<file path="src/rtl/gemm_pkg.sv">
`default_nettype none
// ============================================================================
// gemm_pkg : shared state encoding and default sizing for the GEMM sequencer
// Rev 1.0
// ============================================================================
package gemm_pkg;

  localparam int GEMM_PRM_WORDS = 32;  // 4 banks x 8 beats
  localparam int GEMM_DST_WORDS = 16;
  localparam int GEMM_KLEN      = 8;

  typedef enum logic [1:0] {
    ST_IDLE  = 2'd0,
    ST_PRM   = 2'd1,
    ST_RUN   = 2'd2,
    ST_DRAIN = 2'd3
  } gemm_seq_state_t;

endpackage
`default_nettype wire

</file>
<file path="src/rtl/gemm_kwin.sv">
`default_nettype none
// ============================================================================
// gemm_kwin : compute-window engine (depth-1 request flag, k_init/k_fin/s_fin)
// Rev 1.0
// ============================================================================
module gemm_kwin
  import gemm_pkg::*;
#(
  parameter int LOOP1_W = 8,
  parameter int KLEN    = GEMM_KLEN
) (
  input  logic               clk,
  input  logic               reset_n,
  input  logic               clr,
  input  logic               req_in,
  input  logic               out_busy,
  input  logic [LOOP1_W-1:0] loop1_cnt,
  output logic               win_start,
  output logic               win_active,
  output logic               win_last,
  output logic               pending,
  output logic               k_init,
  output logic               k_fin,
  output logic               s_fin
);

  logic pending_q, pending_d;
  logic active_q, active_d;

  // The s_fin cycle may hand straight over to the next window.
  always_comb begin
    win_last  = active_q && (loop1_cnt == LOOP1_W'(KLEN));
    win_start = (pending_q || req_in) && (!active_q || win_last) && !out_busy && !clr;
    pending_d = pending_q || req_in;
    active_d  = active_q && !win_last;
    if (win_start) begin
      pending_d = 1'b0;
      active_d  = 1'b1;
    end
    if (clr) begin
      pending_d = 1'b0;
      active_d  = 1'b0;
    end
  end

  always_ff @(posedge clk or negedge reset_n) begin
    if (!reset_n) begin
      pending_q <= 1'b0;
      active_q  <= 1'b0;
    end else begin
      pending_q <= pending_d;
      active_q  <= active_d;
    end
  end

  assign win_active = active_q;
  assign pending    = pending_q;
  assign k_init     = active_q && (loop1_cnt == '0);
  assign k_fin      = active_q && (loop1_cnt == LOOP1_W'(KLEN - 1));
  assign s_fin      = win_last;

endmodule
`default_nettype wire

</file>
<file path="src/rtl/gemm_seq.sv">
`default_nettype none
// ============================================================================
// gemm_seq : per-job sequencer (weight load, batch windows, result drain)
// Rev 1.0
// ============================================================================
module gemm_seq
  import gemm_pkg::*;
#(
  parameter int BATCH_W   = 8,
  parameter int PRM_WORDS = GEMM_PRM_WORDS,
  parameter int DST_WORDS = GEMM_DST_WORDS,
  parameter int KLEN      = GEMM_KLEN
) (
  input  logic               clk,
  input  logic               reset_n,
  input  logic               cmd_valid,
  output logic               cmd_ready,
  input  logic               cmd_load_prm,
  input  logic [BATCH_W-1:0] cmd_nbatch,
  input  logic               abort,
  output logic               matw,
  output logic               run,
  input  logic               src_beat,
  input  logic               s_init,
  input  logic               out_busy,
  output logic               k_init,
  output logic               k_fin,
  output logic               s_fin,
  input  logic               dst_beat,
  output logic               busy,
  output logic               done,
  output logic               err
);

  localparam int PRM_CW  = $clog2(PRM_WORDS);
  localparam int WIN_CW  = $clog2(KLEN + 1);
  localparam int LOOP1_W = (PRM_CW > WIN_CW) ? PRM_CW : WIN_CW;
  localparam int DCNT_W  = BATCH_W + $clog2(DST_WORDS);

  gemm_seq_state_t    state_q, state_d;
  logic [BATCH_W-1:0] nbatch_q, nbatch_d;
  logic [BATCH_W-1:0] sinit_cnt_q, sinit_cnt_d;
  logic [BATCH_W-1:0] kinit_cnt_q, kinit_cnt_d;
  logic [BATCH_W-1:0] sfin_cnt_q, sfin_cnt_d;
  logic [DCNT_W-1:0]  dst_cnt_q, dst_cnt_d;
  logic [LOOP1_W-1:0] loop1_q, loop1_d;
  logic               done_q, done_d;
  logic               err_q, err_d;

  logic               abort_hit;
  logic               sinit_acc;
  logic               clr_cnt;
  logic               dst_ok;
  logic [DCNT_W-1:0]  dst_budget;
  logic [DCNT_W-1:0]  dst_target;
  logic               win_start, win_active, win_last, pending;

  assign abort_hit  = abort && (state_q != ST_IDLE);
  assign sinit_acc  = (state_q == ST_RUN) && s_init && !pending &&
                      (sinit_cnt_q != nbatch_q) && !abort_hit;
  // Beats may only drain against streams that have been started, this cycle included.
  assign dst_budget = (DCNT_W'(sfin_cnt_q) + DCNT_W'(s_fin)) * DCNT_W'(DST_WORDS);
  assign dst_target = DCNT_W'(nbatch_q) * DCNT_W'(DST_WORDS);
  assign dst_ok     = dst_beat && (dst_cnt_q < dst_budget);

  gemm_kwin #(
    .LOOP1_W (LOOP1_W),
    .KLEN    (KLEN)
  ) u_kwin (
    .clk        (clk),
    .reset_n    (reset_n),
    .clr        (abort_hit),
    .req_in     (sinit_acc),
    .out_busy   (out_busy),
    .loop1_cnt  (loop1_q),
    .win_start  (win_start),
    .win_active (win_active),
    .win_last   (win_last),
    .pending    (pending),
    .k_init     (k_init),
    .k_fin      (k_fin),
    .s_fin      (s_fin)
  );

  always_comb begin
    state_d     = state_q;
    nbatch_d    = nbatch_q;
    sinit_cnt_d = sinit_cnt_q;
    kinit_cnt_d = kinit_cnt_q;
    sfin_cnt_d  = sfin_cnt_q;
    dst_cnt_d   = dst_cnt_q;
    loop1_d     = loop1_q;
    done_d      = done_q;
    err_d       = err_q;
    clr_cnt     = 1'b0;

    case (state_q)
      ST_IDLE: begin
        clr_cnt = 1'b1;
        if (cmd_valid && !abort) begin
          done_d   = 1'b0;
          nbatch_d = cmd_nbatch;
          if (cmd_load_prm) begin
            state_d = ST_PRM;
          end else if (cmd_nbatch != '0) begin
            state_d = ST_RUN;
          end else begin
            done_d = 1'b1;
          end
        end
      end
      ST_PRM: begin
        // loop1 counts parameter beats here; no window can be active yet.
        if (src_beat) begin
          if (loop1_q == LOOP1_W'(PRM_WORDS - 1)) begin
            loop1_d = '0;
            if (nbatch_q == '0) begin
              state_d = ST_IDLE;
              done_d  = 1'b1;
            end else begin
              state_d = ST_RUN;
            end
          end else begin
            loop1_d = loop1_q + 1'b1;
          end
        end
      end
      ST_RUN, ST_DRAIN: begin
        if (win_start) begin
          loop1_d = '0;
        end else if (win_active && !win_last) begin
          loop1_d = loop1_q + 1'b1;
        end
        if (s_init && !sinit_acc) err_d = 1'b1;
        if (sinit_acc) sinit_cnt_d = sinit_cnt_q + 1'b1;
        if (src_beat && (sinit_cnt_q == nbatch_q)) err_d = 1'b1;
        if (k_init) begin
          kinit_cnt_d = kinit_cnt_q + 1'b1;
          if ((state_q == ST_RUN) && (kinit_cnt_q == nbatch_q - 1'b1)) state_d = ST_DRAIN;
        end
        if (s_fin) sfin_cnt_d = sfin_cnt_q + 1'b1;
        if (dst_ok) begin
          dst_cnt_d = dst_cnt_q + 1'b1;
          if ((state_q == ST_DRAIN) && ((dst_cnt_q + 1'b1) == dst_target)) begin
            state_d = ST_IDLE;
            done_d  = 1'b1;
            clr_cnt = 1'b1;
          end
        end
      end
      default: state_d = ST_IDLE;
    endcase

    if (dst_beat && !dst_ok) err_d = 1'b1;

    if (abort_hit) begin
      state_d = ST_IDLE;
      done_d  = done_q;
      err_d   = err_q;
      clr_cnt = 1'b1;
    end

    if (clr_cnt) begin
      sinit_cnt_d = '0;
      kinit_cnt_d = '0;
      sfin_cnt_d  = '0;
      dst_cnt_d   = '0;
      loop1_d     = '0;
    end
  end

  always_ff @(posedge clk or negedge reset_n) begin
    if (!reset_n) begin
      state_q     <= ST_IDLE;
      nbatch_q    <= '0;
      sinit_cnt_q <= '0;
      kinit_cnt_q <= '0;
      sfin_cnt_q  <= '0;
      dst_cnt_q   <= '0;
      loop1_q     <= '0;
      done_q      <= 1'b0;
      err_q       <= 1'b0;
    end else begin
      state_q     <= state_d;
      nbatch_q    <= nbatch_d;
      sinit_cnt_q <= sinit_cnt_d;
      kinit_cnt_q <= kinit_cnt_d;
      sfin_cnt_q  <= sfin_cnt_d;
      dst_cnt_q   <= dst_cnt_d;
      loop1_q     <= loop1_d;
      done_q      <= done_d;
      err_q       <= err_d;
    end
  end

  assign cmd_ready = (state_q == ST_IDLE);
  assign busy      = (state_q != ST_IDLE);
  assign matw      = (state_q == ST_PRM);
  assign run       = (state_q == ST_RUN) || (state_q == ST_DRAIN);
  assign done      = done_q;
  assign err       = err_q;

endmodule
`default_nettype wire

</file>
<file path="config.mk">
export PLATFORM = sky130hd
export DESIGN_NAME = gemm_seq
export DESIGN_NICKNAME = d
export VERILOG_FILES = /design/src/rtl/gemm_pkg.sv /design/src/rtl/gemm_kwin.sv /design/src/rtl/gemm_seq.sv
export SDC_FILE = /design/constraint.sdc
export NUM_CORES = 1
export LEC_CHECK = 0
export ABC_AREA = 1
export BUFFER_PORTS_ARGS = -buffer_cell sky130_fd_sc_hd__buf_2
export CAP_MARGIN = 25
export CORE_UTILIZATION = 38
export CTS_BUF_LIST = sky130_fd_sc_hd__clkbuf_4 sky130_fd_sc_hd__clkbuf_8 sky130_fd_sc_hd__clkbuf_16
export DETAILED_ROUTE_END_ITERATION = 10
export PLACE_DENSITY_LB_ADDON = 0.1
export REMOVE_ABC_BUFFERS = 1
export SYNTH_ARGS = -nofsm -noshare
export SYNTH_HDL_FRONTEND = slang
export SYNTH_SLANG_ARGS = --single-unit
</file>
<file path="constraint.sdc">
create_clock -name clk -period 4.1 [get_ports clk]
set_clock_uncertainty 0.15 [all_clocks]
set_input_delay 0.615 -clock clk [delete_from_list [all_inputs] [get_ports clk]]
set_output_delay 0.615 -clock clk [all_outputs]
set_load 0.02 [all_outputs]
</file>
==> out/qor.yml <==
yosys.area_share.xor_xnor: 0.0769
grt_antenna_before_repair: 0
antenna-diode-count: 0
clk_pin_slew_worst_paths_ns: 0.11
fillCellCount: 1123
yosys.area_share.simple: 0.375
grt_pass1_vias: 3773
peakVddDrop_v: 0.000166
vias_per_cell: 4.96
regToRegSetupSlack_ns: 0.41
numPortBuffers: 25
outcome: "completed"
die_area_um2: 10900
tritoncts: "built"
setup_viol: 0
hold_class: "input pin to asynchronous set/reset pin"
worstMarginPinSlew_ns: 0.616
cts.path.max_buffers: 2
post-route-period-util: 0.900
synth.mux.area_fraction: 0.00251
leakagePower_nw: 2.15
drive_above_1_share: 0.0859
placed_area_um2: 4290
boundaryPins: 26
ys_types: 31
grt_max_degree: 30
synth_fa_ha_area_frac: 0.0565
initialDrtViolationCount: 194
crit_slowest_cell: "dfrtp_1"
ant_nets: 0
crit_path_max_incr_delay_ns: 0.44
netSwitchingFraction: 0.423
max_freq_ghz: 0.271
synth_top_family_by_area: "simple AND/OR/NAND/NOR gates"
coreArea_um2: 10200
dp_slack_ns: 0.430
ys_ff_latch: 55
fin_nets: 651
crit_arrival_ns: 3.75
crit_path_frequent_cell: "nor2_1"
grt_overflow_total: 0
hpwlAfterDp_um: 8120
cp_max_fo: 13
grt_pass1_wl_um: 18000
num_rows: 37
dr.pass1.iters: 4
final.min_clock_period_ns: 3.69
instances_no_fill: 753
route.detailed.wl_per_inst_um: 13.7
grt.total_usage: 0.205
finalSetupTns_ns: 0
drv_cap: 0
combPwrFrac: 0.376
drc: 0
switching_power_w: 0.000750
globalplace.congestion: 0.838
clock_sinks: 55
die_x_um: 104
timing.slew.headroom: 0.589
cp-end-kind: "register"
intPower_w: 0.00102
rsz0062_at_grt: "false"
start_util: 0.390
cts_setup_buffers: 0
cts_buffers: 5
insertion_delay_ns: 0.32
synth_area_um2: 3990
cts_root_buf: "clkbuf_8"
path_class: "register to register"
via_count: 3736
power_density_nw_per_um2: 402
syn_to_final_growth_pct: 10.6
yosysWarnings: 0
cts.htree.levels: 2
sequentialPowerShare: 0.400
dp.cells: 745
yosysSeqAreaShare: 0.345
drv_slew: 0
fin_ws_ns: 0.412
crit_chain: "inv_1 > ha_1 > inv_1 > nor2_1 > nand2_1 > nor2_1 > ha_1 > nand3_1 > nor3_1 > xnor2_1 > ha_1 > a21oi_1 > o21a_1 > nand3_1 > nor2_1 > nand4_2 > nand2_2 > buf_4 > nor2_1"
start_kind: "register"
synth_compound_gate_area_share: 0.0618
required_ns: 4.17
stdcell_area_um2: 4410
hold_viol: 0
avgSynthCellArea_um2: 6.77
pwr-share-clk: 0.223
die_h_um: 104
wl_um: 10300
synth_cells: 589
## critical path: cells and delay by family (launching register included)
family | cells | cell delay, ns
simple gates | 10 | 1.54
compound gates | 2 | 0.31
buf+inv | 3 | 0.35
flops | 1 | 0.44
fa+ha+maj | 3 | 0.64
xor+xnor | 1 | 0.15
## registers in the layout (all words and copies together) (netlist names), 2 cells and up
| name | flops |
|---|---|
| kinit_cnt_q | 8 |
| sinit_cnt_q | 8 |
| sfin_cnt_q | 8 |
| nbatch_q | 8 |
| loop1_q | 5 |
| state_q | 2 |
| dst_cnt_q | 12 |
## placed cells by master (no fill, tap or decap), types with 6 or more instances in the layout
cell | netlist | layout
ha_1 | 18 | 18
dfrtp_1 | 55 | 55
nand2_1 | 171 | 171
nand4_1 | 19 | 19
clkbuf_8 | 0 | 6
inv_1 | 71 | 71
buf_4 | 0 | 6
buf_2 | 3 | 25
nor3_1 | 11 | 11
nand3_1 | 47 | 47
nor2_1 | 83 | 82
a21oi_1 | 39 | 39
xor2_1 | 21 | 21
xnor2_1 | 14 | 14
## Yosys cell counts (all sizes together)
library cell	n	area share
nand2	175	0.17
nor2	88	0.089
inv	72	0.068
dfrtp	55	0.35
nand3	47	0.059
a21oi	39	0.049
xor2	21	0.046
nand4	20	0.033
ha	18	0.056
xnor2	14	0.031
nor3	11	0.014
clkbuf	7	0.0066
buf	5	0.0075
nor4	4	0.0063
o21ai	3	0.0038
nand3b	2	0.0038
o21a	2	0.0038
a211oi	1	0.0019
a31oi	1	0.0016
mux2i	1	0.0025
nor3b	1	0.0019
o211ai	1	0.0019
or2	1	0.0016
## layer usage
layer / wire, µm / track usage / up-vias
met5: 0 / 0 / -
met4: 206 / 0.0612 / 0
met3: 317 / 0.0226 / 16
met2: 4870 / 0.351 / 64
met1: 4940 / 0.270 / 1732
li1: - / - / 1924
## stage by stage
step	utilization	power (W)	hold slack, ns
after detailed placement	0.419	0.00139	0.312
after floorplan	-	0.00116	0.169
after global routing	0.431	0.00192	0.113
final	0.431	0.00177	0.0828
after CTS	0.431	0.00179	0.0994
after global placement	0.417	0.00138	0.301
## power groups by stage
| stage | combinational (W) | sequential [W] | clock, W |
|---|---|---|---|
| detailed placement | 0.000669 | 0.000722 | 0 |
| global route | 0.000769 | 0.000722 | 0.000426 |
| floorplan | 0.000472 | 0.000689 | 0 |
| CTS | 0.000672 | 0.000711 | 0.000408 |
| global placement | 0.000663 | 0.000720 | 0 |
| finish | 0.000667 | 0.000709 | 0.000396 |
## layout make-up
class	count	area, µm²	share of cell area
repair buffers	32	190	0.0431
inverters	72	270	0.0613
clock buffers	6	82.6	0.0187
well taps	136	170	0.0386
flip-flops and latches	55	1380	0.312
clock inverters	2	35.0	0.00794
multi-input cells	450	2290	0.518
## logic make-up after synthesis
| family | count (synthesis) |
|---|---|
| AND/OR/NAND/NOR | 349 |
| buffers and inverters | 84 |
| flip-flops | 55 |
| AO/OA/AOI/OAI | 47 |
| XOR/XNOR | 35 |
| adder cells (fa/ha/maj) | 18 |
| multiplexers | 1 |
## path summary, 6_finish.rpt
path | start | end | depth (start not counted)
worst min register to register | err | err | 1
worst max-delay path | loop1_q[0] | dst_cnt_q[10] | 19
worst max register to register | loop1_q[0] | dst_cnt_q[10] | 19
min in group clk | err | err | 1
max in group asynchronous | reset_n | u_kwin.win_active | 2
worst min-delay path | reset_n | dst_cnt_q[2] | 1
## timing repair
item | CTS | global route
setup endpoints to repair | 0 | 7
hold buffers | 0 | 0
resized for setup | 0 | 1
No activity file was read; power rests on OpenSTA's default activity.
